===== src/rtl/issue_scheduler.sv =====
// Instruction-buffer slot manager and round-robin issue selector.
// Tracks every buffer slot through FREE -> WAIT -> ISSUED -> FREE, hands out
// the lowest free slot for allocation, and offers one ready instruction per
// cycle to the execution unit over a valid/ready handshake.
module issue_scheduler #(
    parameter  int bs = 16,
    localparam int IW = $clog2(bs)
) (
    input  logic          clk,
    input  logic          rst,
    input  logic [0:bs-1] independent_instr,
    input  logic          alloc_valid,
    output logic          alloc_ready,
    output logic [IW-1:0] alloc_index,
    output logic          issue_valid,
    input  logic          issue_ready,
    output logic [IW-1:0] issue_index,
    input  logic          cmpl_valid,
    input  logic [IW-1:0] cmpl_index,
    output logic [0:bs-1] busy_mask,
    output logic          full,
    output logic          empty,
    output logic          err
);

    typedef enum logic [1:0] {
        S_FREE   = 2'b00,
        S_WAIT   = 2'b01,
        S_ISSUED = 2'b10
    } slot_state_e;

    slot_state_e   r_state      [bs];
    slot_state_e   w_state_next [bs];
    logic          r_issue_valid;
    logic [IW-1:0] r_issue_index;
    logic [IW-1:0] r_rr_ptr;
    logic          r_err;

    logic [0:bs-1] w_free;
    logic [0:bs-1] w_cand;
    logic          w_alloc_ready;
    logic [IW-1:0] w_alloc_index;
    logic          w_found;
    logic [IW-1:0] w_sel;
    logic [IW-1:0] w_probe;
    logic          w_load;
    logic          w_issue_fire;
    logic          w_alloc_fire;
    logic          w_cmpl_bad;

    // Classify each slot: free for allocation, or a ready issue candidate.
    always_comb begin
        w_free = '0;
        w_cand = '0;
        for (int j = 0; j < bs; j++) begin
            w_free[j] = (r_state[j] == S_FREE);
            w_cand[j] = (r_state[j] == S_WAIT) && independent_instr[j];
        end
    end

    // Lowest-numbered free slot (scan downwards so the lowest index wins).
    always_comb begin
        w_alloc_index = '0;
        for (int j = bs - 1; j >= 0; j--) begin
            w_alloc_index = w_free[j] ? IW'(j) : w_alloc_index;
        end
    end

    // Round-robin pick: first candidate starting at rr_ptr, wrapping modulo bs.
    always_comb begin
        w_found = 1'b0;
        w_sel   = r_rr_ptr;
        w_probe = r_rr_ptr;
        for (int k = 0; k < bs; k++) begin
            w_probe = r_rr_ptr + IW'(k);
            if (!w_found && w_cand[w_probe]) begin
                w_found = 1'b1;
                w_sel   = w_probe;
            end else begin
                w_found = w_found;
                w_sel   = w_sel;
            end
        end
    end

    assign w_alloc_ready = |w_free;
    assign w_alloc_fire  = alloc_valid && w_alloc_ready;
    // The output register may take a new slot when empty or when the held one is accepted.
    assign w_load        = !r_issue_valid || issue_ready;
    assign w_issue_fire  = w_load && w_found;
    // Completion is only legal for a slot already handed to execution.
    assign w_cmpl_bad    = cmpl_valid && (r_state[cmpl_index] != S_ISSUED);

    // Per-slot next state. Alloc, issue and completion target slots in distinct
    // states, so all three can land in the same cycle without conflict.
    always_comb begin
        for (int j = 0; j < bs; j++) begin
            w_state_next[j] = r_state[j];
            case (r_state[j])
                S_FREE: begin
                    if (w_alloc_fire && (w_alloc_index == IW'(j))) begin
                        w_state_next[j] = S_WAIT;
                    end else begin
                        w_state_next[j] = S_FREE;
                    end
                end
                S_WAIT: begin
                    if (w_issue_fire && (w_sel == IW'(j))) begin
                        w_state_next[j] = S_ISSUED;
                    end else begin
                        w_state_next[j] = S_WAIT;
                    end
                end
                S_ISSUED: begin
                    if (cmpl_valid && (cmpl_index == IW'(j))) begin
                        w_state_next[j] = S_FREE;
                    end else begin
                        w_state_next[j] = S_ISSUED;
                    end
                end
                default: w_state_next[j] = S_FREE;
            endcase
        end
    end

    // Slot state register.
    always_ff @(posedge clk or posedge rst) begin
        if (rst) begin
            for (int j = 0; j < bs; j++) begin
                r_state[j] <= S_FREE;
            end
        end else begin
            for (int j = 0; j < bs; j++) begin
                r_state[j] <= w_state_next[j];
            end
        end
    end

    // Issue output register and round-robin pointer; held stable while stalled.
    always_ff @(posedge clk or posedge rst) begin
        if (rst) begin
            r_issue_valid <= 1'b0;
            r_issue_index <= '0;
            r_rr_ptr      <= '0;
        end else if (w_load) begin
            if (w_found) begin
                r_issue_valid <= 1'b1;
                r_issue_index <= w_sel;
                r_rr_ptr      <= w_sel + IW'(1);
            end else begin
                r_issue_valid <= 1'b0;
            end
        end
    end

    // Sticky flag for completions that name a slot not in flight.
    always_ff @(posedge clk or posedge rst) begin
        if (rst) begin
            r_err <= 1'b0;
        end else if (w_cmpl_bad) begin
            r_err <= 1'b1;
        end
    end

    assign alloc_ready = w_alloc_ready;
    assign alloc_index = w_alloc_index;
    assign issue_valid = r_issue_valid;
    assign issue_index = r_issue_index;
    assign busy_mask   = ~w_free;
    assign full        = ~w_alloc_ready;
    assign empty       = (&w_free) && !r_issue_valid;
    assign err         = r_err;

endmodule

===== config.mk =====
export PLATFORM = sky130hd
export DESIGN_NAME = issue_scheduler
export DESIGN_NICKNAME = d
export VERILOG_FILES = /design/src/rtl/issue_scheduler.sv
export SDC_FILE = /design/constraint.sdc
export NUM_CORES = 1
export LEC_CHECK = 0
export CAP_MARGIN = 20
export CELL_PAD_IN_SITES_DETAIL_PLACEMENT = 1
export CELL_PAD_IN_SITES_GLOBAL_PLACEMENT = 2
export CORE_MARGIN = 1.5
export CORE_UTILIZATION = 36
export DETAILED_ROUTE_END_ITERATION = 10
export PLACE_DENSITY_LB_ADDON = 0.1
export SYNTH_ARGS = -nofsm -noshare
export SYNTH_HDL_FRONTEND = slang
export SYNTH_SLANG_ARGS = --single-unit

===== constraint.sdc =====
create_clock -name clk -period 6.35 [get_ports clk]
set_clock_uncertainty 0.1 [all_clocks]
set_input_delay 1.905 -clock clk [delete_from_list [all_inputs] [get_ports clk]]
set_output_delay 1.905 -clock clk [all_outputs]
set_load 0.01 [all_outputs]

=== After elaboration in Yosys (flattened, before gate mapping) ===
Index checks and enable logic that the tools add are counted.

* Flip-flop bits (word level): 42
* Bits of input ports: 25
* Output and inout port bits: 29
* Logic and storage cells: 435

* $add $sub $neg: 16
* Order comparisons: 17
* Equality and inequality tests: 78
* Multiplexer cells: 163
* Bitwise operators: 19
* Reduce and logical (&&, ||, !) cells: 122

{| class="wikitable"
|+ Operator list
! kind !! number
|-
| $mux W4 || 31
|-
| $eq A4 B4 Y1 const B || 24
|-
| $pmux W2 S3 || 16
|-
| $ge A5 B5 Y1 const B || 17
|-
| $not A4 Y5 || 17
|-
| $logic_and A1 B1 Y1 || 83
|-
| $mux W2 || 34
|-
| $mux W1 || 65
|-
| $bmux W1 S4 || 16
|-
| $eq A4 B3 Y1 const B || 12
|-
| $add A4 B4 Y4 const B || 8
|-
| $eq A2 B1 Y1 const B || 16
|-
| $eq A2 B2 Y1 const B || 16
|-
| $logic_not A2 Y1 || 16
|-
| $eq A4 B2 Y1 const B || 6
|-
| $add A4 B3 Y4 const B || 4
|-
| $logic_not A1 Y1 || 16
|-
| $not A16 Y16 || 1
|-
| $reduce_and A16 Y1 || 1
|-
| $reduce_or A16 Y1 || 1
|-
| $eq A4 B1 Y1 const B || 3
|-
| $logic_not A4 Y1 || 3
|-
| $add A4 B1 Y4 const B || 2
|-
| $add A4 B2 Y4 const B || 2
|-
| 5 further kinds || 5
|}

=== Depth between registers and ports, before layout ===
* Depth after elaboration: 55
* Mapped depth: 22
* Mapped depth without buffers: 16

=== Worst setup path before layout ===
No wires, ideal clock.

* Kind: input -> register
* From: input independent_instr[7] (netlist bit)
* To: register r_state[31] (netlist bit)
* Setup time: 0.125 ns
* Arrival time: 5.015 ns
* Required time: 6.125 ns
* Setup slack: 1.111 ns
* Stages: 14
* Path buffers: 0
* Cells stage by stage: and3b_1 > mux4_2 > o21ai_1 > o32ai_1 > nor4_4 > nand4_2 > nor3_1 > a211oi_1 > xnor2_1 > inv_1 > ha_1 > nand3_1 > nor3_1 > mux2_2

{| class="wikitable"
|+ RTL lines
! element !! RTL line !! text
|-
| start, declared || 11 || <nowiki>input logic [0:bs-1] independent_instr,</nowiki>
|-
| end signal, assigned by index || 134 || <nowiki>r_state[j] <= w_state_next[j];</nowiki>
|-
| end, declared || 32 || <nowiki>slot_state_e r_state [bs];</nowiki>
|}

==> flow_metrics.py <==
metrics = {
    "clocking": {
        "clock_path_buffers": 2,
        "cts-root-buf": "clkbuf_16",
        "cts_setup_buffers": 0,
        "htreeDepth": 2,
        "holdBufCountCts": 0,
        "cts.sinks": 42,
        "cts_resized": 0,
        "cts_tree": "yes",
        "clkTransAtPathRegs_ns": 0.06,
        "clock_latency_ns": 0.29,
        "numCtsBuffers": 5,
    },
    "min_path": {
        "holdPathStages": 1,
        "hold_end": "err",
        "hp-start": "err",
        "hp-class": "register to register",
    },
    "worst_setup_path": {
        "critPathLaunchType": "primary input",
        "crit-reg2reg-launch": "r_rr_ptr[1]",
        "rrSetupSlack_ns": 0.92,
        "crit_fanout": 10,
        "endpoint_kind": "register",
        "cp.arrival_ns": 6.24,
        "critPathKind": "primary input to register",
        "crit_required_ns": 6.41,
        "rr_endpoint": "r_state[9]",
        "ff2ff_path_depth": 15,
    },
    "die": {
        "die_x_um": 129.8,
        "num_io_pins": 54,
        "die_y_um": 129.8,
        "start_util": 0.3672,
        "rows": 46,
        "dieArea_sq_um": 16850,
        "coreArea_sq_um": 15770,
    },
    "detailed_routing": {
        "avgViaCountPerCell": 6.651,
        "drtPass1Iterations": 4,
        "routed_wl_um": 25780,
        "drtIter0Drc": 413,
        "drcViolationCount": 0,
        "via_count": 6425,
        "wl_per_cell_um": 26.69,
        "antenna_left": 0,
    },
    "global_routing": {
        "grt_pass1_vias": 6717,
        "antenna_found_initial": 0,
        "grt-ovfl-total": 0,
        "grt_max_degree": 48,
        "grt_pass1_wl_um": 40100,
        "grt_use_total": 0.3164,
    },
    "synthesis": {
        "synth_nets": 722,
        "synthDistinctLibCells": 87,
        "ys_async_sr_fraction": 1.000,
        "yosysWarningCount": 0,
        "ys_ff_latch": 42,
        "synth_area_sq_um": 5791,
        "ys.flop_type": "dfrtp_1",
        "synth_edf_count": 0,
        "syn_avg_cell_area_sq_um": 8.441,
        "netlist_instances": 686,
        "ys_seq_area_frac": 0.1815,
    },
    "layout": {
        "fin_nets": 786,
        "antenna_cells": 0,
        "layout_commonest_cell": "nor2_1",
        "drive_above_1_share": 0.1480,
        "area_delta_synth_final_pct": 18.93,
        "layout_common_cells": "nor2_1 (63), clkdlybuf4s50_1 (53), nand2_1 (49)",
    },
    "timing": {
        "timing.final.crit_share": 0.9731,
        "rsz0062_at_grt": "false",
        "finalHoldViolations": 0,
        "maxSlewViolCount": 0,
        "slew_headroom": 0.4224,
        "fin_crit_ns": 6.179,
        "fmax_mhz": 161.8,
        "fin_tns_setup_ns": 0,
        "tightest_slew_ns": 0.8637,
        "finalSetupViolations": 0,
    },
    "placed_design": {
        "hpwl_um": 20720,
        "globalplace.congestion": 0.9322,
        "io_buffers": 53,
    },
    "status": {
        "status": "finished, final reports clean",
    },
    "run": {
        "drv_cap": 0,
    },
}
==> flip-flops by register name, summed over array words and instances (netlist names) <==
register and flops:
err 1, issue_valid 1, r_state 32, issue_index 4, r_rr_ptr 4
==> per-stage QoR <==
stage / util / setup slack (ns) / hold slack (ns) / std cells / instance area, sq um
6_report: 0.4367 / 0.1710 / 0.3713 / 966 / 6887
2_1_floorplan: - / 1.111 / 0.3712 / 686 / 5791
3_3_place_gp: 0.4260 / 0.09255 / 0.3472 / 959 / 6718
3_5_place_dp: 0.4260 / 0.1083 / 0.3537 / 959 / 6718
5_1_grt: 0.4367 / 0.08846 / 0.3929 / 966 / 6887
4_1_cts: 0.4367 / 0.3741 / 0.3739 / 966 / 6887
==> worst max-delay path by stage <==
stage,from,to,slack (ns)
floorplan,independent_instr[7],r_state[31],1.11
global placement,independent_instr[12],r_state[13],0.09
detailed placement,independent_instr[12],r_state[13],0.11
CTS,independent_instr[12],r_state[13],0.37
global route,independent_instr[12],r_state[20],0.09
finish,independent_instr[12],r_state[9],0.17
==> synth_stat cells, types with 4 or more instances <==
cell type  count  area share
a21o_1         5      0.0065
o21ai_1        6      0.0052
a21boi_0       9       0.012
clkbuf_1      17       0.011
o32a_1         6       0.010
buf_2         13       0.011
nand3b_1      16       0.021
inv_1         30       0.019
nor3_1        27       0.023
o21a_1         4      0.0052
xnor2_1       12       0.018
mux2_2         8       0.016
and3_1         5      0.0054
mux2i_1       17       0.029
nand2b_1      34       0.037
o211ai_1       6      0.0078
o22ai_1       15       0.016
o32ai_1       19       0.029
nand4_1        9      0.0097
nand3_1       20       0.017
ha_1          11       0.024
nand2_1       49       0.032
mux4_2        31        0.12
o2111ai_1      7       0.011
nand4b_1      12       0.018
a211oi_1       9       0.012
nor3b_1        6      0.0078
a21oi_1       28       0.024
a31oi_1       10       0.011
o221ai_1       7       0.011
nor2_1        63       0.041
dfrtp_1       42        0.18
o21ai_0       17       0.015
and3b_1       16       0.024
==> logic make-up after synthesis <==
| family | count (synthesis) | share of synthesized area |
|---|---|---|
| AND/OR/NAND/NOR | 285 | 0.2800 |
| AO/OA/AOI/OAI | 202 | 0.2636 |
| buffers and inverters | 72 | 0.05531 |
| multiplexers | 58 | 0.1703 |
| flip-flops | 42 | 0.1815 |
| XOR/XNOR | 16 | 0.02550 |
| adder cells (fa/ha/maj) | 11 | 0.02377 |
==> area by class of cell <==
class | count | area, sq um
Fill cell | 1906 | 8884
Multi-Input combinational cell | 572 | 4419
Sequential cell | 42 | 1051
Timing Repair Buffer | 96 | 853.3
Tap cell | 216 | 270.3
Clock buffer | 6 | 138.9
Inverter | 33 | 123.9
Clock inverter | 1 | 30.03
==> worst max-delay path: stages <==
cell and delay (ns):
clkdlybuf4s50_1 0.42, nand3b_1 0.27, nor2_1 0.08, o32ai_1 0.67
o32ai_1 0.34, nor4_4 0.42, buf_4 0.24, and3_1 0.32
a32o_1 0.23, a22oi_2 0.09, o21ai_2 0.47, nand3_1 0.36
o32ai_1 0.43
==> per-layer routing <==
| layer | track usage | vias up | wire [um] |
|---|---|---|---|
| met5 | 0 | - | 0 |
| met4 | 0.1922 | 0 | 1613 |
| met3 | 0.03854 | 81 | 1249 |
| met2 | 0.5363 | 264 | 12290 |
| met1 | 0.3852 | 3247 | 10630 |
| li1 | - | 2833 | - |
Power is not shown: default switching activity piles up to over one toggle a cycle in this logic, so the estimate is an artifact.
==> RTL edit: new RTL, config.mk and constraints unchanged <==
Change the parameter `bs` from 16 to 32.
--- a/src/rtl/issue_scheduler.sv
+++ b/src/rtl/issue_scheduler.sv
@@ -5,3 +5,3 @@
 module issue_scheduler #(
-    parameter  int bs = 16,
+    parameter  int bs = 32,
     localparam int IW = $clog2(bs)
Interface: changed (5 resized); port bits go from 54 to 89. No check against the original RTL was run, so the function may have changed too.
==> RTL edit against the original RTL <==
  * Design area increased to 2.9 times the old value
  * The flow now finishes with violations (negative setup slack)
  * Synthesized area up 130%
  * Critical path depth increased by 5
  * Cell count grew to 2.6 times the old value
  * Sequential cell count increased by 34
  * Wire length rose to 3.1 times the old value
  * Sequential share of layout area fell by 5.8 points
  * Worst setup slack lost 0.37 ns
  * Die area is 130% higher
  * Utilization rose by 12 points
Power is not shown: default switching activity piles up to over one toggle a cycle in this logic, so the estimate is an artifact.
==> RTL edit: results (changes against the original RTL) <==
| Metric | Value |
|---|---|
| Final net count | `2133 (+170%)` |
| Number of global-route vias before repair | `17366 (+160%)` |
| Synth top area cells | `mux4_2 23%, dfrtp_1 14%, mux2i_1 4.5%` |
| Pin count of the biggest net entering global routing | `52 (+8.3%)` |
| Failing checks | `negative setup slack` |
| Port Buf Inserts | `88 (+66%)` |
| First-pass GRT wire length | `114000 um (+180%)` |
| Num CTS Buffers | `9 (+4)` |
| Worst reg2reg endpoint | `r_state[7]$_DFF_PP0_` |
| All-Layer GR Usage | `40.5% (+8.8 points)` |
| Hold Crit Endpoint | `issue_index[0]$_DFFE_PP0P_` |
| Final HPWL from detailed placement | `60200 um (+190%)` |
| Final WS setup | `-0.195 ns (-0.366 ns)` |
| Routed vias/inst | `6.59 (-0.93%)` |
| Status | `finished, violations left` |
| HP Start | `issue_index[0]$_DFFE_PP0P_` |
| Worst-Skew Late Latency | `0.35 ns (+0.06 ns)` |
| Layout cells sized above 1 | `45.8% (+31 points)` |
| Post-synth top cells | `148 x nor2_1, 133 x mux4_2, 105 x nand2_1, 76 x dfrtp_1, 71 x a21oi_1` |
| Final setup violation count | `58 (+58)` |
| Crit Path Max Fanout | `7 (-3)` |
| R2R Setup Slk | `0.21 ns (-0.71 ns)` |
| Detailed Routing Iterations Pass 1 | `6 (+2)` |
| R2R depth | `19 (+4)` |
| Worst hold stages | `2 (+1)` |
| Sequential area share after synthesis | `14.4% (-3.8 points)` |
| DR WL/cell | `31.0 um (+16%)` |
| Cell taking the most area after synthesis | `mux4_2` |
| Iter 0 DRT Violations | `1458 (+250%)` |
==> RTL edit: changes by cell type after synthesis, sizes merged, moves of 34 or more <==
cell,delta
mux4,+102
nor2,+85
nand2,+56
o21ai,+47
a21oi,+45
mux2i,+43
inv,+35
dfrtp,+34
==> RTL edit: worst max-delay path by stage <==
stage               slack [ns]                     to                   from  cells past startpoint
finish                   -0.20   r_state[7]$_DFF_PP0_   independent_instr[9]                     18
CTS                      -0.14   r_state[7]$_DFF_PP0_   independent_instr[3]                     21
floorplan                 0.04  r_state[36]$_DFF_PP0_  independent_instr[17]                     17
detailed placement       -1.46  r_state[61]$_DFF_PP0_  independent_instr[16]                     22
global placement         -1.43  r_state[61]$_DFF_PP0_  independent_instr[16]                     22
global route             -0.24   r_state[7]$_DFF_PP0_   independent_instr[9]                     18
==> RTL edit: layout make-up <==
class / count / area (um2)
inverters: 69 / 270
multi-input cells: 1293 / 11800
fillers: 4214 / 16300
well taps: 468 / 586
clock inverters: 2 / 35.0
flip-flops and latches: 76 / 1910
repair buffers: 624 / 5270
clock buffers: 13 / 250
diodes: 3 / 7.51
==> RTL edit: what timing repair did <==
item,CTS,global route
hold buffers,0,0
endpoints found under the setup margin,74,73
setup buffers,71,35
pin swaps,79,75
gates cloned,2,1
resized for setup,291,168
==> RTL edit: kinds of logic (layout without fill, tap and decap cells) <==
| kind of cell | Yosys count | after routing | synth area share [%] |
|---|---|---|---|
| muxes | 222 | 222 | 29.7 |
| buffers and inverters | 162 | 708 | 5.55 |
| other | 0 | 3 | 0 |
| adders and majority gates | 18 | 18 | 1.70 |
| and+or+nand+nor | 634 | 634 | 26.0 |
| xor gates and xnor gates | 39 | 39 | 2.69 |
| AOI/OAI and AO/OA | 380 | 380 | 20.0 |
| DFF | 76 | 76 | 14.4 |
==> RTL edit: worst max-delay path, cell delays in order <==
cell and delay (ns):
clkdlybuf4s15_1 0.25, and3b_1 0.23, mux4_2 0.49, mux4_2 0.55, mux2_4 0.33, nor3_4 0.15
nand3_4 0.11, or3_4 0.35, or3_4 0.43, buf_6 0.14, a221o_1 0.28, o32a_1 0.20
a2bb2o_4 0.23, a21oi_4 0.21, clkinv_4 0.19, buf_12 0.19, or3_4 0.33, o22ai_2 0.13
==> RTL edit: through the flow <==
step	cells	hold WS (ns)	TNS [ns]	instance area, um2
after detailed placement	2434	0.418	-94.08	17700
after floorplan	1531	0.369	0	13200
after CTS	2519	0.435	-1.82	19300
after global placement	2434	0.367	-90.83	17700
after global routing	2545	0.459	-8.82	20100
final	2548	0.458	-4.84	20100
==> RTL edit: per-layer routing <==
layer	vias up	GRT usage [%]	share of wire [%]
li1	7107	-	-
met1	8397	46.6	36
met2	963	69.3	48
met3	320	6.19	7.6
met4	2	28.0	8.2
met5	-	0	0.015
